<file path="config.mk">
export PLATFORM = sky130hd
export DESIGN_NAME = mo_mul_pipe
export DESIGN_NICKNAME = d
export VERILOG_FILES = /design/src/rtl/mo_mul_pipe.sv
export SDC_FILE = /design/constraint.sdc
export NUM_CORES = 2
export LEC_CHECK = 0
export CELL_PAD_IN_SITES_DETAIL_PLACEMENT = 1
export CELL_PAD_IN_SITES_GLOBAL_PLACEMENT = 2
export CORE_MARGIN = 2
export CORE_UTILIZATION = 45
export DETAILED_ROUTE_END_ITERATION = 12
export PLACE_DENSITY_LB_ADDON = 0.1
export SLEW_MARGIN = 20
export SYNTH_ARGS = -nofsm -noshare
export SYNTH_HDL_FRONTEND = slang
export SYNTH_SLANG_ARGS = --single-unit
</file>
<file path="constraint.sdc">
create_clock -name clk -period 14.4 [get_ports clk]
set_input_delay 2.88 -clock clk [delete_from_list [all_inputs] [get_ports clk]]
set_output_delay 2.88 -clock clk [all_outputs]
set_load 0.05 [all_outputs]
</file>
<file path="src/rtl/mo_mul_pipe.sv">
// Multi-lane signed Montgomery multiplier pipeline with a single valid/ready handshake.
// Each beat carries its own canon bit selecting lazy (-Q,Q) or canonical [0,Q) output.
module mo_mul_pipe #(
  parameter int DATA_WIDTH = 16,
  parameter int Q          = 3329,
  parameter int QINV       = 62209,
  parameter int STAGE_CNT  = 4,
  parameter int LANES      = 2
) (
  input  logic                             clk,
  input  logic                             rst,
  input  logic                             in_valid,
  output logic                             in_ready,
  input  logic [LANES*DATA_WIDTH-1:0]      a,
  input  logic [LANES*DATA_WIDTH-1:0]      b,
  input  logic                             canon,
  output logic                             out_valid,
  input  logic                             out_ready,
  output logic [LANES*(DATA_WIDTH+1)-1:0]  result
);

  localparam int W  = DATA_WIDTH;
  localparam int RS = STAGE_CNT - 2;
  localparam int PW = 2 * W + 2;
  localparam logic [W-1:0]         QINV_W = W'(QINV);
  localparam logic signed [PW-1:0] Q_PW   = PW'(Q);
  localparam logic [W+1:0]         Q_U    = (W + 2)'(Q);

  // Handshake: a beat moves on a rising edge when valid && ready are both high.
  // The whole pipeline advances as one when the output slot is empty or being drained.
  logic                 adv;
  logic [STAGE_CNT-1:0] vld_q, vld_d;
  logic [1:0]           cnl_q, cnl_d;
  logic [2*W-1:0]       s1_t_q [LANES];
  logic [2*W-1:0]       s1_t_d [LANES];
  logic [2*W-1:0]       s2_t_q [LANES];
  logic [2*W-1:0]       s2_t_d [LANES];
  logic [W-1:0]         s2_m_q [LANES];
  logic [W-1:0]         s2_m_d [LANES];
  logic [W:0]           res_q  [RS][LANES];
  logic [W:0]           res_d  [RS][LANES];

  // u = (t - m*Q) >>> W; the low W bits of the difference are zero by construction.
  function automatic logic [W:0] mont_reduce(input logic [2*W-1:0] t,
                                             input logic [W-1:0]   m,
                                             input logic           cn);
    logic signed [PW-1:0] diff;
    logic [W+1:0]         u;
    diff = $signed({2'b00, t}) - $signed({{(W + 2){m[W-1]}}, m}) * Q_PW;
    u    = (W + 2)'(diff >>> W);
    if (cn && u[W+1]) u = u + Q_U;
    return u[W:0];
  endfunction

  always_comb begin
    adv       = !vld_q[STAGE_CNT-1] || out_ready;
    in_ready  = adv;
    out_valid = vld_q[STAGE_CNT-1];
    for (int k = 0; k < LANES; k++) begin
      result[k*(W+1) +: (W+1)] = res_q[RS-1][k];
    end
  end

  always_comb begin
    vld_d  = vld_q;
    cnl_d  = cnl_q;
    s1_t_d = s1_t_q;
    s2_t_d = s2_t_q;
    s2_m_d = s2_m_q;
    res_d  = res_q;
    if (adv) begin
      vld_d = {vld_q[STAGE_CNT-2:0], in_valid};
      cnl_d = {cnl_q[0], canon};
      for (int k = 0; k < LANES; k++) begin
        s1_t_d[k]   = (2 * W)'(a[k*W +: W]) * (2 * W)'(b[k*W +: W]);
        s2_t_d[k]   = s1_t_q[k];
        s2_m_d[k]   = s1_t_q[k][W-1:0] * QINV_W;
        res_d[0][k] = mont_reduce(s2_t_q[k], s2_m_q[k], cnl_q[1]);
        for (int i = 1; i < RS; i++) begin
          res_d[i][k] = res_q[i-1][k];
        end
      end
    end
  end

  // Result stages are cleared so the output bus reads zero while in reset.
  always_ff @(posedge clk or negedge rst) begin
    if (!rst) begin
      vld_q <= '0;
      for (int i = 0; i < RS; i++) begin
        for (int k = 0; k < LANES; k++) begin
          res_q[i][k] <= '0;
        end
      end
    end else begin
      vld_q <= vld_d;
      res_q <= res_d;
    end
  end

  always_ff @(posedge clk) begin
    cnl_q  <= cnl_d;
    s1_t_q <= s1_t_d;
    s2_t_q <= s2_t_d;
    s2_m_q <= s2_m_d;
  end

endmodule

</file>
==> impl_results.rst <==
.. list-table::
   :header-rows: 1

   * - Metric
     - Value
   * - Slew Limit Headroom
     - 39.1%
   * - Layout-stage area growth over the synthesis result
     - 7.30%
   * - Port Buffer Count
     - 104
   * - Final GP Congestion
     - 0.870
   * - Die W
     - 281 µm
   * - Starting DRC count in detailed routing
     - 913
   * - Result of the run
     - complete, no violations
   * - Most frequent cells in the layout
     - 865 x sky130_fd_sc_hd__inv_1, 516 x sky130_fd_sc_hd__ha_1, 503 x sky130_fd_sc_hd__fa_1
   * - Data required time of the critical path
     - 14.68 ns
   * - Max Root-Sink Buffers
     - 3
   * - GRT Residual Overflow
     - 0
   * - Fraction of the yosys area taken by sequential cells
     - 17.9%
   * - Net count after synthesis
     - 4692
   * - F_max
     - 0.105 GHz
   * - Area of the core
     - 75900 µm²
   * - Crit Path Category
     - primary input to flop
   * - Path depth of the worst reg2reg path
     - 23
   * - Average wire per standard cell
     - 17.2 µm
   * - Vias per cell
     - 4.95
   * - CTS H-tree depth
     - 1
   * - Synth Register Bits
     - 218
   * - Most frequently used flop master after synthesis
     - sky130_fd_sc_hd__edfxtp_1
   * - Number of maximum-capacitance violations
     - 0
   * - Die Height
     - 281 µm
   * - Share of the clock period used by the worst path
     - 66.2%
   * - First-pass GRT wire length
     - 136 mm
   * - Startpoint type of the worst setup path
     - primary input
   * - Largest driver fanout on the critical path
     - 16
   * - CTS clk-pin slew, worst paths
     - 0.06 ns
   * - Most frequent standard cell in the layout excluding fill and tap cells
     - sky130_fd_sc_hd__inv_1
   * - Count of different cell masters after synthesis
     - 86
   * - Total vias in the final route
     - 23.1k
   * - Post-place instance area
     - 36300 µm²
   * - Pre-CTS setup slack
     - 4.34 ns
   * - Number of nets in the finished design
     - 4704
   * - Nature of the critical path endpoint
     - flop
   * - Unrepaired setup endpoints after global routing
     - false
   * - Share of post-route cells with drive strength above 1
     - 2.34%
   * - Detailed placer's ending HPWL
     - 66.5 mm
   * - Post-CTS Resized
     - 0
   * - Num ports
     - 105
   * - Setup ws final
     - 4.86 ns
   * - Setup clock skew after layout
     - 0.0141 ns
   * - Min Tclk post-route
     - 9.54 ns
   * - Antenna violations before repair
     - 0
   * - Final-layout worst hold slack
     - 0.421 ns
   * - Total clock buffers created by CTS
     - 23
   * - Largest net degree at the start of global routing
     - 101
   * - Starting density of the core
     - 45.4%
   * - Worst hold path cell count
     - 0
   * - Clock tree from TritonCTS
     - built
   * - Path class of the lowest-slack min-delay path
     - flop to flop
   * - Length of the first detailed-routing pass in iterations
     - 4
   * - Total global-route track usage
     - 21.2%
   * - Total die area
     - 78900 µm²
   * - Gate count of the mapped netlist
     - 3604
   * - Setup TNS
     - 0 ns
   * - Worst-skew pair later-pin latency
     - 0.53 ns
   * - Post-synthesis instance area
     - 34500 µm²
   * - Post-synth ARST share
     - 33.0%
   * - Post-synth EDFFs
     - 146
   * - Non-Filler Cell Area, Final
     - 37000 µm²
   * - Quantity of hold-fixing buffers added after cts
     - 0
   * - Fill cell instance count of the final layout
     - 8629
   * - Total length of routed wires
     - 80.5 mm
   * - Count of unresolved DRC violations after routing
     - 0
   * - Root buffer cell
     - sky130_fd_sc_hd__clkbuf_16
   * - Remaining antenna violation count
     - 0
   * - Final setup fails
     - 0
   * - Clock sink count
     - 218
   * - Arrival time reported for the critical path endpoint
     - 9.82 ns
   * - Via count of the first global-routing pass
     - 26.1k
   * - Total setup buffers inserted after CTS
     - 0
   * - Final max-slew violation count
     - 0
   * - YS warnings
     - 0
   * - Num rows
     - 101
   * - Tightest Pin Transition
     - 0.913 ns
   * - Mean cell area of the mapped netlist
     - 9.57 µm²
   * - Number of hold violations in the final report
     - 0
==> cells by family (layout without fill, tap and decap cells) <==
| kind of cell | count (synthesis) | count (layout) | synth area share (%) |
|---|---|---|---|
| AND/OR/NAND/NOR | 915 | 915 | 12.8 |
| buffers and inverters | 993 | 1022 | 11.3 |
| adder cells (fa/ha/maj) | 1019 | 1019 | 47.9 |
| XOR/XNOR | 156 | 156 | 3.96 |
| other | 0 | 1 | 0 |
| multiplexers | 11 | 11 | 0.334 |
| AO/OA/AOI/OAI | 292 | 292 | 5.81 |
| flip-flops | 218 | 218 | 17.9 |
==> routing by layer <==
| layer | global-route usage, % | share of wire [%] |
|---|---|---|
| met4 | 3.46 | 1.3 |
| met3 | 1.32 | 2.5 |
| met2 | 36.2 | 47 |
| met5 | 0 | 0 |
| met1 | 30.2 | 49 |
==> cells in the mapped netlist, types with 4 or more instances <==
cell type / number / area [µm²]
sky130_fd_sc_hd__o22ai_1: 4 / 25.0
sky130_fd_sc_hd__inv_1: 866 / 3250
sky130_fd_sc_hd__and3_1: 10 / 62.6
sky130_fd_sc_hd__nand2b_1: 8 / 50.1
sky130_fd_sc_hd__nor2_1: 79 / 297
sky130_fd_sc_hd__o21ai_1: 11 / 55.1
sky130_fd_sc_hd__nand2_1: 447 / 1680
sky130_fd_sc_hd__o31ai_1: 6 / 45.0
sky130_fd_sc_hd__nand3_1: 23 / 115
sky130_fd_sc_hd__o31a_1: 5 / 43.8
sky130_fd_sc_hd__o21bai_1: 8 / 60.1
sky130_fd_sc_hd__a211oi_1: 9 / 67.6
sky130_fd_sc_hd__and2_1: 254 / 1590
sky130_fd_sc_hd__nand4_1: 15 / 93.8
sky130_fd_sc_hd__a21oi_1: 83 / 415
sky130_fd_sc_hd__a21oi_2: 6 / 52.6
sky130_fd_sc_hd__o21a_1: 18 / 135
sky130_fd_sc_hd__mux2_2: 4 / 45.0
sky130_fd_sc_hd__nor2b_1: 16 / 100
sky130_fd_sc_hd__a211o_1: 4 / 35.0
sky130_fd_sc_hd__xnor2_1: 101 / 885
sky130_fd_sc_hd__xor2_1: 55 / 482
sky130_fd_sc_hd__a31oi_1: 6 / 37.5
sky130_fd_sc_hd__dfrtp_1: 72 / 1800
sky130_fd_sc_hd__clkbuf_1: 81 / 304
sky130_fd_sc_hd__nand3b_1: 5 / 37.5
sky130_fd_sc_hd__mux2i_1: 7 / 70.1
sky130_fd_sc_hd__nor3_1: 26 / 130
sky130_fd_sc_hd__ha_1: 516 / 6460
sky130_fd_sc_hd__or3_1: 9 / 56.3
sky130_fd_sc_hd__a21o_1: 36 / 270
sky130_fd_sc_hd__buf_1: 5 / 18.8
sky130_fd_sc_hd__buf_4: 35 / 263
sky130_fd_sc_hd__o21ai_0: 50 / 250
sky130_fd_sc_hd__edfxtp_1: 146 / 4380
sky130_fd_sc_hd__fa_1: 503 / 10100
sky130_fd_sc_hd__and4_1: 7 / 61.3
==> sequential cells by signal (all words and copies together) (netlist names) <==
register  cells
s2_m_q       16
res_q        34
cnl_q         2
result       34
s1_t_q       64
s2_t_q       64
vld_q         4
==> cell type report <==
| cell class | count | area [µm²] | share of cell area, % |
|---|---|---|---|
| diodes | 1 | 2.50 | 0.00676 |
| clock buffers | 32 | 662 | 1.79 |
| clock inverters | 10 | 72.6 | 0.196 |
| inverters | 866 | 3260 | 8.80 |
| multi-input cells | 2393 | 24400 | 66.0 |
| flip-flops and latches | 218 | 6190 | 16.7 |
| well taps | 1030 | 1290 | 3.48 |
| repair buffers | 114 | 1110 | 3.01 |
==> metrics by stage <==
step | std cells | util [%]
3_5_place_dp | 4621 | 47.8
2_1_floorplan | 3604 | -
5_1_grt | 4663 | 48.7
6_report | 4664 | 48.7
3_3_place_gp | 4621 | 47.8
4_1_cts | 4663 | 48.7
==> final timing paths <==
check	slack, ns	start	to
max reg2reg	7.94	s2_t_q[35]	res_q[67]
min	0.42	s1_t_q[57]	s2_t_q[57]
min reg2reg	0.42	s1_t_q[57]	s2_t_q[57]
max	4.86	a[26]	s1_t_q[30]
min in group asynchronous	2.46	rst	result[9]
max in group asynchronous	11.32	rst	result[31]
==> critical path, stage by stage <==
cell,delay [ns]
sky130_fd_sc_hd__clkdlybuf4s50_1,0.96
sky130_fd_sc_hd__nand2_1,0.20
sky130_fd_sc_hd__fa_1,0.54
sky130_fd_sc_hd__fa_1,0.58
sky130_fd_sc_hd__fa_1,0.45
sky130_fd_sc_hd__fa_1,0.54
sky130_fd_sc_hd__inv_1,0.05
sky130_fd_sc_hd__fa_1,0.50
sky130_fd_sc_hd__fa_1,0.42
sky130_fd_sc_hd__ha_1,0.36
sky130_fd_sc_hd__a21o_1,0.19
sky130_fd_sc_hd__a21oi_1,0.20
sky130_fd_sc_hd__o21a_1,0.16
sky130_fd_sc_hd__a31oi_1,0.08
sky130_fd_sc_hd__a41oi_1,0.38
sky130_fd_sc_hd__o21ai_1,0.16
sky130_fd_sc_hd__o31a_1,0.33
sky130_fd_sc_hd__a2111o_1,0.42
sky130_fd_sc_hd__a21o_1,0.17
sky130_fd_sc_hd__a21oi_1,0.17
sky130_fd_sc_hd__xnor2_1,0.08
Power is not shown: default switching activity piles up to over one toggle a cycle in this logic, so the estimate is an artifact.
